## src/rtl/melee_wpn_anim_ctl.sv

```systemverilog
// Melee weapon swing animation controller: click -> extend/hold/retract/cooldown.
// Ports: clk, rst (sync, high), vsync, mouse_left, player_flip in;
//   mouse_clicked, anim_x_offset[11:0], flip_hor_melee, hit_pulse, busy out.
module melee_wpn_anim_ctl #(
  parameter int STEP_PX         = 2,
  parameter int RET_STEP_PX     = 2,
  parameter int EXTEND_FRAMES   = 8,
  parameter int HOLD_FRAMES     = 4,
  parameter int COOLDOWN_FRAMES = 10
) (
  input  logic        clk,
  input  logic        rst,
  input  logic        vsync,
  input  logic        mouse_left,
  input  logic        player_flip,
  output logic        mouse_clicked,
  output logic [11:0] anim_x_offset,
  output logic        flip_hor_melee,
  output logic        hit_pulse,
  output logic        busy
);

  typedef enum logic [2:0] {
    IDLE,
    EXTEND,
    HOLD,
    RETRACT,
    COOLDOWN
  } state_t;

  localparam logic [11:0] STEP     = 12'(STEP_PX);
  localparam logic [11:0] RET_STEP = 12'(RET_STEP_PX);
  localparam logic [15:0] EXT_LAST = 16'(EXTEND_FRAMES - 1);
  localparam logic [15:0] HLD_LAST = 16'(HOLD_FRAMES - 1);
  localparam logic [15:0] CD_LAST  = 16'(COOLDOWN_FRAMES - 1);

  state_t      state;
  state_t      state_n;
  logic [15:0] cnt;
  logic [15:0] cnt_n;
  logic [11:0] off_n;
  logic [11:0] ret_off;
  logic        clicked_n;
  logic        flip_n;
  logic        hit_n;
  logic        vsync_q;
  logic        mouse_q;
  logic        tick;
  logic        click_edge;

  assign tick       = vsync & ~vsync_q;
  assign click_edge = mouse_left & ~mouse_q;

  // Saturating retract so a step larger than the remainder lands on 0.
  assign ret_off = (anim_x_offset > RET_STEP) ?
                   anim_x_offset - RET_STEP : 12'd0;

  always_ff @(posedge clk) begin
    if (rst) begin
      state          <= IDLE;
      cnt            <= '0;
      anim_x_offset  <= '0;
      mouse_clicked  <= 1'b0;
      flip_hor_melee <= 1'b0;
      hit_pulse      <= 1'b0;
      busy           <= 1'b0;
      vsync_q        <= 1'b0;
      mouse_q        <= 1'b0;
    end else begin
      state          <= state_n;
      cnt            <= cnt_n;
      anim_x_offset  <= off_n;
      mouse_clicked  <= clicked_n;
      flip_hor_melee <= flip_n;
      hit_pulse      <= hit_n;
      busy           <= (state_n != IDLE);
      vsync_q        <= vsync;
      mouse_q        <= mouse_left;
    end
  end

  always_comb begin
    state_n   = state;
    cnt_n     = cnt;
    off_n     = anim_x_offset;
    clicked_n = mouse_clicked;
    flip_n    = flip_hor_melee;
    hit_n     = 1'b0;
    unique case (state)
      IDLE: begin
        flip_n = player_flip;
        // A tick coincident with the click is deliberately not counted.
        if (click_edge) begin
          state_n   = EXTEND;
          clicked_n = 1'b1;
          cnt_n     = '0;
        end
      end
      EXTEND: begin
        if (tick) begin
          off_n = anim_x_offset + STEP;
          if (cnt == EXT_LAST) begin
            state_n = HOLD;
            cnt_n   = '0;
            hit_n   = 1'b1;
          end else begin
            cnt_n = cnt + 16'd1;
          end
        end
      end
      HOLD: begin
        if (tick) begin
          if (cnt == HLD_LAST) begin
            state_n = RETRACT;
            cnt_n   = '0;
          end else begin
            cnt_n = cnt + 16'd1;
          end
        end
      end
      RETRACT: begin
        if (tick) begin
          off_n = ret_off;
          if (ret_off == 12'd0) begin
            state_n   = COOLDOWN;
            clicked_n = 1'b0;
            cnt_n     = '0;
          end
        end
      end
      COOLDOWN: begin
        if (COOLDOWN_FRAMES == 0) begin
          state_n = IDLE;
        end else if (tick) begin
          if (cnt == CD_LAST) begin
            state_n = IDLE;
            cnt_n   = '0;
          end else begin
            cnt_n = cnt + 16'd1;
          end
        end
      end
      default: state_n = IDLE;
    endcase
  end

endmodule

```

## config.mk

```make
export PLATFORM = sky130hd
export DESIGN_NAME = melee_wpn_anim_ctl
export DESIGN_NICKNAME = d
export VERILOG_FILES = /design/src/rtl/melee_wpn_anim_ctl.sv
export SDC_FILE = /design/constraint.sdc
export NUM_CORES = 1
export LEC_CHECK = 0
export ABC_AREA = 0
export BUFFER_PORTS_ARGS = -buffer_cell sky130_fd_sc_hd__buf_2
export CAP_MARGIN = 20
export CELL_PAD_IN_SITES_DETAIL_PLACEMENT = 2
export CELL_PAD_IN_SITES_GLOBAL_PLACEMENT = 2
export CORE_AREA = 2 2 76 114
export CTS_BUF_LIST = sky130_fd_sc_hd__clkbuf_16
export CTS_CLUSTER_SIZE = 25
export DETAILED_ROUTE_END_ITERATION = 8
export DIE_AREA = 0 0 78 116
export GPL_ROUTABILITY_DRIVEN = 0
export GPL_TIMING_DRIVEN = 0
export MAX_ROUTING_LAYER = met4
export PLACE_DENSITY_LB_ADDON = 0.1
export SLEW_MARGIN = 40
export SYNTH_ARGS = -nofsm -noshare
export SYNTH_HDL_FRONTEND = slang
export SYNTH_SLANG_ARGS = --single-unit
```

## constraint.sdc

```tcl
create_clock -name clk -period 3 [get_ports clk]
set_input_delay 0.3 -clock clk [delete_from_list [all_inputs] [get_ports clk]]
set_output_delay 0.3 -clock clk [all_outputs]
set_load 0.02 [all_outputs]
```

==> results <==
- Measured against its own limit, the worst slew margin works out to 0.497.
- The leakage dissipation is 1.05 nW.
- After synthesis, the mean cell area works out to 7.39 µm².
- The final hold slack is 0.228 ns.
- The library cell contributing the largest single delay on the critical path is or4b_4.
- The area share of the largest cell type after synthesis is 0.315.
- For this run, the top clock speed supported by timing is 354 MHz.
- In this run the cell area of the synthesized design comes to 0.00235 mm².
- The hold violation total from the final report was 0.
- The maximum number of buffers from clock root to sink is 2.
- The TritonCTS sink count is 37.
- The first global-routing pass estimated 14000 µm of wire.
- Among all flip-flop cells after synthesis, the most frequent one is dfxtp_1.
- Of the total power, the share spent switching nets is 0.246.
- For this run the aggregate overflow at the end of global routing stands at 0.
- After the first detailed-routing iteration, the DRC count stood at 97.
- The share of synthesized registers carrying an async set or reset is 0.
- The filler-free cell count of the finished design is 451.
- The final count of pins violating max slew is 0.
- Setup total negative slack on the finished layout was measured at 0 ns.
- The sequential area share after synthesis is 0.315.
- The estimated wirelength of the detail-placed design is 6370 µm.
- After clock tree synthesis, the clock-pin slew on the worst setup and hold paths is 0.06 ns.
- Cell internal power was estimated by the tool at 0.000918 W.
- By area the synthesized netlist is led by dfxtp_1, a21oi_1, o21ai_0.
- The number of warnings reported in the yosys synthesis log is 0.
- The type of element launching the critical path is a flip-flop.
- The gate count of the mapped netlist is 318.
- The number of design rule violations left after detail routing is 0.
- The classification of the worst setup path is reg -> reg.
- The via density per instance is 5.60.
- The number of nets in the finished design is 354.
- After floorplanning, the core was divided into 40 placement rows.
- Setup repair after global routing left no endpoint under its margin.
- During placement, the flow inserted port buffers numbering 20.
- The routed wire length is 8440 µm.
- The deepest level of the CTS H-tree is 2.
- The number of buffers added by the clock tree synthesis step is 5.
- For this block, the via count after detailed routing is 2524.
- The largest net degree at the start of global routing is 12.
- The area of the placeable core is 0.00801 mm².
- The initial antenna violation count is 0.
- After detailed routing, the average wire length per cell comes to 18.7 µm.
- The total power per unit cell area is 438 mW/mm².
- In the final layout, flip-flops and latches occupy 741 µm².
- For this run, the total global-route usage over all layers was measured as 0.205.
- For this configuration, the core starts out at a cell density of 0.293.
- The type of the tightest min-delay check is in -> reg.
- The run finished with clean final reports.
- The antenna cell count is 0.
- The count of pins on the block boundary is 21.
- Of the cells placed in the final design, the portion with a size suffix greater than 1 is 0.121.
- The setup slack after layout is 0.177 ns.
- STA puts the critical path data required time at 3.19 ns.
- The detail route stage leaves a number of antenna-violating nets equal to 0.
- The number of nets produced by synthesis is 327.
- The portion of total power attributed to the clock network is 0.501.
- The width of the chip is 78 µm.
- At the worst endpoint, the arrival time is 3.01 ns.
- The power share of the combinational group is 0.084.
- The critical path capture point type is a flip-flop.
- The TritonCTS clock tree is yes.
- On the worst path, the slowest cell contributes a delay of 0.52 ns.
- The worst-case IR drop observed on VDD is 0.247 mV.
- From bottom edge to top edge, the die measures 116 µm.
- In this run the power spent charging and discharging nets is 0.000299 W.
- Traced cell by cell, the critical path runs through clkbuf_2 > inv_1 > ha_1 > or4b_4 > o21ai_0 > o41a_1 > nand4_1 > o21a_1 > buf_6 > nand3b_4 > o41ai_2.
- The number of synthesized register bits is 37.
- The layout has 953 filler cells.
- The post-route total power is 0.00122 W.
- The clock tree root driver cell is clkbuf_16.
- The actual slew at the worst max-slew pin is 0.748 ns.
- The final setup violation count is 0.
- The die covers 0.00905 mm².
- At the later pin of the worst-skew pair, clock insertion delay measures 0.29 ns.
- The number of global-route vias before repair is 2702.
- The number of placed cells counting well taps is 443.
- The pre-antenna-repair detailed-routing pass consisted of 4 iterations.
- After synthesis, the netlist uses 54 different library cells.
- The worst setup timing slack at the placement stage is 0.0219 ns.
- The maximum net fanout on the critical path is 10.
- The minimum clock period after layout is 2.82 ns.
- Of the total power, registers draw 0.415.
- The area of the multi-input gates is 0.00148 mm².
- Post-CTS timing repair inserted 0 buffers for setup.
- Across the run, the number of max-cap violations was 0.
- The number of enable flip-flop cells after synthesis is 0.
- The cell accounting for the most synthesized area is dfxtp_1.
- The post-route fraction of the period consumed by the critical path is 0.941.
- The setup clock skew after layout is 0.00269 ns.
- Compared with the post-synthesis result, the final layout area differs by 18.1%.
==> cell usage after synthesis, types with 2 or more instances <==
master and n:
o21ai_0 25, o21ai_1 3, nand2_1 26, a21oi_1 26, a31oi_1 6, nand3b_1 2, a311oi_1 3, nor3b_1 2
nand4_1 4, nor2_1 31, dfxtp_1 37, o21a_1 3, nor4_1 9, or2_2 2, o31ai_1 7, mux2i_1 3
xnor2_1 2, or4b_1 2, o22ai_1 3, clkbuf_1 16, buf_6 2, a211oi_1 2, and3_1 7, nand3_1 11
inv_1 17, o311ai_0 4, or3_1 4, ha_1 4, nor2b_1 6, or4_1 6, and2_1 2, nor3_1 18
buf_2 2
==> registers in the layout, summed over array words and instances (netlist names) <==
| register | cells |
|---|---|
| mouse_q | 1 |
| state | 3 |
| anim_x_offset | 12 |
| flip_hor_melee | 1 |
| busy | 1 |
| cnt | 16 |
| mouse_clicked | 1 |
| vsync_q | 1 |
| hit_pulse | 1 |
==> placed cells by master (no fill, tap or decap), drive strengths merged, types with 3 or more instances in the layout <==
cell type / Yosys / final
o22ai: 3 / 3
nand3: 11 / 11
nor2b: 6 / 6
nand4: 4 / 4
nand2: 26 / 26
clkbuf: 16 / 21
nor2: 31 / 31
ha: 4 / 4
o21a: 3 / 3
o21ai: 29 / 29
a31oi: 6 / 6
or3: 4 / 4
a311oi: 3 / 3
and3: 7 / 7
o311ai: 5 / 5
buf: 5 / 25
a21oi: 26 / 26
nor3: 18 / 18
mux2i: 3 / 3
nor4: 9 / 9
o31ai: 7 / 7
inv: 17 / 18
dfxtp: 37 / 37
nand3b: 3 / 3
or4: 7 / 7
==> power by group through the flow <==
stage          Clock [W]  Combinational [W]  Sequential (W)
5_1_grt         0.000647           0.000115        0.000505
4_1_cts         0.000631           0.000103        0.000504
6_report        0.000610           0.000102        0.000504
2_1_floorplan          0          0.0000615        0.000519
3_5_place_dp           0           0.000102        0.000516
3_3_place_gp           0           0.000101        0.000515
==> cell families (layout without fill, tap and decap cells) <==
logic type,Yosys count,in the layout,synth area share
buf+inv,38,66,0.0682
compound gates,96,96,0.264
mux,3,3,0.0128
xor+xnor,3,3,0.0112
fa+ha+maj,4,4,0.0213
simple gates,137,137,0.307
flops,37,37,0.315
==> routing by layer <==
layer / vias to the layer above / global-route usage / part of all wire
met4: 0 / 0.0737 / 0.020
met5: - / - / 0
met1: 1256 / 0.205 / 0.39
li1: 1233 / - / -
met3: 11 / 0.0257 / 0.015
met2: 24 / 0.403 / 0.58
==> stage by stage <==
| step | instance area [µm²] | util |
|---|---|---|
| 2_1_floorplan | 2350 | - |
| 3_3_place_gp | 2580 | 0.322 |
| 3_5_place_dp | 2580 | 0.322 |
| 4_1_cts | 2750 | 0.343 |
| 5_1_grt | 2770 | 0.346 |
| 6_report | 2770 | 0.346 |
==> worst paths after layout <==
kind	startpoint	to	slack [ns]	cells past startpoint
setup / recovery	anim_x_offset[1]	cnt[13]	0.18	11
hold / removal	rst	mouse_q	0.23	2
setup reg to reg	anim_x_offset[1]	cnt[13]	0.18	11
hold reg to reg	flip_hor_melee	flip_hor_melee	0.50	2
==> area by class of cell <==
| cell class | instances | area share |
|---|---|---|
| repair buffers | 20 | 0.0361 |
| clock inverters | 3 | 0.0135 |
| flip-flops and latches | 37 | 0.267 |
| multi-input cells | 243 | 0.533 |
| well taps | 105 | 0.0474 |
| clock buffers | 5 | 0.0451 |
| plain buffers | 21 | 0.0352 |
| inverters | 17 | 0.0230 |
==> worst max-delay path: cells and delay by family (launching register included) <==
family	cells	cell delay, ns
DFF	1	0.32
AOI/OAI and AO/OA	4	0.96
and+or+nand+nor	3	0.81
buffers and inverters	3	0.44
adders and majority gates	1	0.19
==> what timing repair did <==
item / in CTS / in global routing
setup endpoints to repair: 1 / 17
pin swaps: 0 / 0
hold buffers: 0 / 0
resized for setup: 1 / 9
gates cloned: 0 / 0
Note: power is estimated with default switching activity, not from simulation.
